--- src/rtl/lsu_pkg.sv ---
// ============================================================================
// Module   : lsu_pkg
// Brief    : funct3 codes, sequencer states and access-legality check.
// Revision : 1.0
// ============================================================================
`default_nettype none

package lsu_pkg;

    localparam logic [2:0] F3_B  = 3'd0;
    localparam logic [2:0] F3_H  = 3'd1;
    localparam logic [2:0] F3_W  = 3'd2;
    localparam logic [2:0] F3_BU = 3'd4;
    localparam logic [2:0] F3_HU = 3'd5;

    typedef enum logic [2:0] {
        IDLE = 3'd0,
        RD   = 3'd1,
        WAIT = 3'd2,
        WR   = 3'd3,
        RESP = 3'd4
    } state_e;

    // Unsigned variants exist only for loads; stores accept b/h/w only.
    function automatic logic access_err(input logic       store,
                                        input logic [2:0] func3,
                                        input logic [1:0] off);
        logic err;
        case (func3)
            F3_B:    err = 1'b0;
            F3_H:    err = off[0];
            F3_W:    err = (off != 2'b00);
            F3_BU:   err = store;
            F3_HU:   err = store | off[0];
            default: err = 1'b1;
        endcase
        return err;
    endfunction

endpackage

`default_nettype wire

--- src/rtl/lsu_lane_fmt.sv ---
// ============================================================================
// Module   : lsu_lane_fmt
// Brief    : Byte-lane merge for sub-word stores and load extract/extend.
// Revision : 1.0
// ============================================================================
`default_nettype none

module lsu_lane_fmt
    import lsu_pkg::*;
(
    input  logic [2:0]  func3,
    input  logic [1:0]  off,
    input  logic [31:0] old_word,
    input  logic [31:0] st_data,
    output logic [31:0] wr_word,
    output logic [31:0] ld_val
);

    logic [7:0]  w_sel_byte;
    logic [15:0] w_sel_half;

    always_comb begin
        case (off)
            2'd0:    w_sel_byte = old_word[7:0];
            2'd1:    w_sel_byte = old_word[15:8];
            2'd2:    w_sel_byte = old_word[23:16];
            default: w_sel_byte = old_word[31:24];
        endcase
        w_sel_half = off[1] ? old_word[31:16] : old_word[15:0];

        wr_word = st_data;
        case (func3)
            F3_B: begin
                wr_word = old_word;
                case (off)
                    2'd0:    wr_word[7:0]   = st_data[7:0];
                    2'd1:    wr_word[15:8]  = st_data[7:0];
                    2'd2:    wr_word[23:16] = st_data[7:0];
                    default: wr_word[31:24] = st_data[7:0];
                endcase
            end
            F3_H: begin
                wr_word = old_word;
                if (off[1]) wr_word[31:16] = st_data[15:0];
                else        wr_word[15:0]  = st_data[15:0];
            end
            default: ;
        endcase

        ld_val = old_word;
        case (func3)
            F3_B:    ld_val = {{24{w_sel_byte[7]}}, w_sel_byte};
            F3_BU:   ld_val = {24'd0, w_sel_byte};
            F3_H:    ld_val = {{16{w_sel_half[15]}}, w_sel_half};
            F3_HU:   ld_val = {16'd0, w_sel_half};
            default: ;
        endcase
    end

endmodule

`default_nettype wire

--- src/rtl/dmem_rmw_ctrl.sv ---
// ============================================================================
// Module   : dmem_rmw_ctrl
// Brief    : MEM-stage sequencer driving a single-port word SRAM (RMW stores).
// Revision : 1.0
// ============================================================================
`default_nettype none

module dmem_rmw_ctrl
    import lsu_pkg::*;
#(
    parameter int AW = 10
) (
    input  logic          clk,
    input  logic          rst_n,
    input  logic          req_valid,
    output logic          req_ready,
    input  logic          req_store,
    input  logic [2:0]    req_func3,
    input  logic [31:0]   req_addr,
    input  logic [31:0]   req_wdata,
    output logic          resp_valid,
    output logic [31:0]   resp_rdata,
    output logic          resp_err,
    output logic          mem_en,
    output logic          mem_we,
    output logic [AW-1:0] mem_addr,
    output logic [31:0]   mem_wdata,
    input  logic [31:0]   mem_rdata
);

    state_e        state_q, state_d;
    logic          store_q, store_d;
    logic [2:0]    func3_q, func3_d;
    logic [1:0]    off_q, off_d;
    logic [AW-1:0] waddr_q, waddr_d;
    logic [31:0]   wdata_q, wdata_d;
    logic [31:0]   rdata_q, rdata_d;
    logic [31:0]   resp_rdata_q, resp_rdata_d;
    logic          err_q, err_d;

    logic [31:0]   w_old_word;
    logic [31:0]   w_wr_word;
    logic [31:0]   w_ld_val;
    logic          w_unused_addr;

    assign w_unused_addr = ^req_addr[31:AW+2];

    // Loads extract straight from the SRAM output in WAIT; the merge uses the held word.
    assign w_old_word = (state_q == WAIT) ? mem_rdata : rdata_q;

    lsu_lane_fmt u_lane_fmt (
        .func3    (func3_q),
        .off      (off_q),
        .old_word (w_old_word),
        .st_data  (wdata_q),
        .wr_word  (w_wr_word),
        .ld_val   (w_ld_val)
    );

    always_comb begin
        state_d      = state_q;
        store_d      = store_q;
        func3_d      = func3_q;
        off_d        = off_q;
        waddr_d      = waddr_q;
        wdata_d      = wdata_q;
        rdata_d      = rdata_q;
        resp_rdata_d = resp_rdata_q;
        err_d        = err_q;
        case (state_q)
            IDLE: begin
                if (req_valid) begin
                    store_d      = req_store;
                    func3_d      = req_func3;
                    off_d        = req_addr[1:0];
                    waddr_d      = req_addr[AW+1:2];
                    wdata_d      = req_wdata;
                    rdata_d      = '0;
                    resp_rdata_d = '0;
                    err_d        = access_err(req_store, req_func3, req_addr[1:0]);
                    if (err_d)
                        state_d = RESP;
                    else if (req_store && (req_func3 == F3_W))
                        state_d = WR;
                    else
                        state_d = RD;
                end
            end
            RD:   state_d = WAIT;
            WAIT: begin
                rdata_d = mem_rdata;
                if (store_q) begin
                    state_d = WR;
                end else begin
                    resp_rdata_d = w_ld_val;
                    state_d      = RESP;
                end
            end
            WR:      state_d = RESP;
            RESP:    state_d = IDLE;
            default: state_d = IDLE;
        endcase
    end

    always_ff @(posedge clk) begin
        if (!rst_n) begin
            state_q      <= IDLE;
            store_q      <= 1'b0;
            func3_q      <= 3'd0;
            off_q        <= 2'd0;
            waddr_q      <= '0;
            wdata_q      <= '0;
            rdata_q      <= '0;
            resp_rdata_q <= '0;
            err_q        <= 1'b0;
        end else begin
            state_q      <= state_d;
            store_q      <= store_d;
            func3_q      <= func3_d;
            off_q        <= off_d;
            waddr_q      <= waddr_d;
            wdata_q      <= wdata_d;
            rdata_q      <= rdata_d;
            resp_rdata_q <= resp_rdata_d;
            err_q        <= err_d;
        end
    end

    assign req_ready  = (state_q == IDLE);
    assign mem_en     = (state_q == RD) || (state_q == WR);
    assign mem_we     = (state_q == WR);
    assign mem_addr   = waddr_q;
    assign mem_wdata  = w_wr_word;
    assign resp_valid = (state_q == RESP);
    assign resp_err   = resp_valid & err_q;
    assign resp_rdata = resp_valid ? resp_rdata_q : 32'd0;

endmodule

`default_nettype wire

--- config.mk ---
export PLATFORM = sky130hd
export DESIGN_NAME = dmem_rmw_ctrl
export DESIGN_NICKNAME = d
export VERILOG_FILES = /design/src/rtl/lsu_pkg.sv /design/src/rtl/lsu_lane_fmt.sv /design/src/rtl/dmem_rmw_ctrl.sv
export SDC_FILE = /design/constraint.sdc
export NUM_CORES = 1
export LEC_CHECK = 0
export CORE_ASPECT_RATIO = 0.5
export CORE_UTILIZATION = 40
export CTS_CLUSTER_DIAMETER = 30
export DETAILED_ROUTE_END_ITERATION = 10
export GPL_TIMING_DRIVEN = 1
export PLACE_DENSITY = 0.69
export SLEW_MARGIN = 40
export SYNTH_ARGS = -nofsm -noshare
export SYNTH_HDL_FRONTEND = slang
export SYNTH_HIERARCHICAL = 1
export SYNTH_SLANG_ARGS = --single-unit
--- constraint.sdc ---
create_clock -name clk -period 3.82 [get_ports clk]
set_clock_uncertainty 0.1 [all_clocks]
set_input_delay 0.573 -clock clk [delete_from_list [all_inputs] [get_ports clk]]
set_output_delay 0.573 -clock clk [all_outputs]
set_load 0.005 [all_outputs]
==> impl_metrics.ini <==
[detailed_routing]
drtPass1Iterations = 5
postRouteAntennaNets = 0
finalWirelength_microns = 18880
routedWlPerCell_microns = 17.56
routed-via-count = 5765
drc = 0
vias_per_cell = 5.363
drtIter0Drc = 471

[yosys]
yosys_warnings = 6
netlist_area_sq_um = 6232
seq_area_frac_synth_pct = 37.26
synth_nets = 843
avgSynthCellArea_sq_um = 8.422
synthCells = 740
yosys_register_bits = 116
synth_cell_types = 45

[timing]
setup_viol_count_final = 0
fmax_mhz = 278.1
relSlewSlack_pct = 51.67
setup-tns-final_ns = 0
fin_crit_ns = 3.596
final_hold_viol_count = 0
tightestPinTransition_ns = 0.7240
rsz0062_at_grt = no
hold_slack_ns = 0.3502
drv_slew = 0
finalCritPeriodShare_pct = 94.13

[clocking]
cts_resized = 0
clk_latency_ns = 0.41
cts_root_buf = clkbuf_16
cts.sinks = 116
clock_path_buffers = 2
hold_buffers = 0
cts_made_buffers = 17
clk_pin_slew_worst_paths_ns = 0.06
cts_tree = done
cts_max_level = 4
postCtsSetupBuffers = 0

[global_routing]
grtUsageTotal_pct = 23.81
grt_pass1_wl_microns = 29750
antenna_found_initial = 0
grt_overflow = 0
grt_max_degree = 49
grt_pass1_vias = 5384

[power_and_ir_drop]
power.density_nw_per_um2 = 418.1
leakagePower_nw = 3.169
peakVddDrop_mv = 0.2744

[flow_run]
maxCapViolations = 0

[setup_path]
worstPathRequired_ns = 3.15
cpMaxStageDelayCell = dfxtp_1
end_kind = output port
critPathMaxStageDelay_ns = 0.78
worst_setup_path_start_kind = register
path_cells = nor4b_4, and2_1, a221o_1, clkdlybuf4s50_1
critical_path_class = reg -> out
critical_path_arrival_ns = 2.92
cp_max_fo = 14

[finish]
fillers = 1369
layout_common_cells = 163 x nand2_1, 160 x clkdlybuf4s50_1, 116 x dfxtp_1
diodes = 0
drive_gt1_share_pct = 12.20
nets = 967
final_common_cell = nand2_1
area_growth_pct = 37.28
final_cells = 1075

[floorplan]
initial_core_util_pct = 42.06
dieArea_sq_um = 16110
rows = 31
core_area_sq_um = 14820
io_pins = 182
die_x_microns = 178.5
die_y_microns = 90.27

[place]
post-place-cells = 1043
routabilityCongestion = 0.8908
hpwl_microns = 13280
port_buffers = 161

[worst_hold_path]
hold_class = reg -> reg

[run_status]
run_status = complete, no violations
## state kept, by name (all words and copies together) (netlist names)
signal and count:
off_q 2, mem_addr 10, func3_q 3, resp_rdata_q 32, store_q 1, wdata_q 32, state_q 3, rdata_q 32
err_q 1
## power by group
group / switching (W) / total [W] / internal [W]
Sequential: 0.0000558 / 0.00131 / 0.00125
Combinational: 0.000270 / 0.000541 / 0.000272
Clock: 0.000583 / 0.00173 / 0.00114
## layout make-up
type,instances,area (sq um),share of cell area [%]
Multi-Input combinational cell,553,3617,42.28
Sequential cell,116,2322,27.14
Timing Repair Buffer,174,1717,20.06
Clock buffer,20,466.7,5.455
Tap cell,198,247.7,2.896
Clock inverter,12,177.7,2.077
Inverter,2,7.507,0.08774
## metrics by stage
step           setup WS (ns)  utilization (%)  cell area (sq um)  total power [W]
3_5_place_dp          0.7056            53.39               7911         0.001869
2_1_floorplan          1.079                -               6232         0.001611
5_1_grt              0.09070            57.74               8556         0.003705
4_1_cts               0.2655            57.74               8556         0.003598
3_3_place_gp          0.7247            53.39               7911         0.001862
6_report              0.2242            57.74               8556         0.003577
## kinds of logic after synthesis
| family | synth area share [%] |
|---|---|
| simple gates | 26.76 |
| compound gates | 20.52 |
| flops | 37.26 |
| buf+inv | 5.160 |
| mux | 10.30 |
## worst max-delay path, delay by kind of cell, from the launching register on
| kind | cells | cell delay (ns) |
|---|---|---|
| compound gates | 1 | 0.23 |
| simple gates | 2 | 1.00 |
| buf+inv | 1 | 0.51 |
| flops | 1 | 0.78 |
## synth_stat cells, drive strengths merged
| cell type | n | area (sq um) |
|---|---|---|
| nand2 | 163 | 611.8 |
| dfxtp | 116 | 2322 |
| a21boi | 81 | 608.1 |
| nand3 | 65 | 325.3 |
| clkbuf | 41 | 153.9 |
| mux2 | 41 | 461.7 |
| nor2b | 38 | 237.7 |
| and2 | 36 | 227.7 |
| buf | 28 | 160.2 |
| o21ai | 20 | 103.9 |
| a221o | 16 | 160.2 |
| a22o | 16 | 140.1 |
| nor2 | 11 | 43.80 |
| or2 | 10 | 62.56 |
| o21bai | 9 | 67.56 |
| a31oi | 8 | 50.05 |
| mux4 | 8 | 180.2 |
| o311a | 8 | 80.08 |
| nor4b | 3 | 53.80 |
| a21oi | 2 | 10.01 |
| inv | 2 | 7.510 |
| nand2b | 2 | 12.51 |
| nor3 | 2 | 10.01 |
| nor3b | 2 | 20.02 |
| o31ai | 2 | 15.01 |
| or4b | 2 | 23.77 |
| a221oi | 1 | 8.760 |
| a32oi | 1 | 27.53 |
| and3b | 1 | 8.760 |
| nor4 | 1 | 6.260 |
| nor4bb | 1 | 10.01 |
| o21a | 1 | 7.510 |
| or3 | 1 | 6.260 |
| or4 | 1 | 7.510 |
## path summary, 6_finish.rpt
check | start | end | slack [ns] | cells past startpoint
worst min-delay path | err_q | err_q | 0.35 | 2
worst min register to register | err_q | err_q | 0.35 | 2
worst max-delay path | off_q[0] | mem_wdata[30] | 0.22 | 4
worst max register to register | state_q[1] | resp_rdata_q[20] | 0.70 | 8
## routing by layer
layer,GRT usage [%],wire length (microns),up-vias
li1,-,-,2828
met1,34.90,9275,2708
met2,34.50,7964,209
met3,5.429,1423,20
met4,6.709,215,0
met5,0,0,-
(Power assumes the default switching activity.)
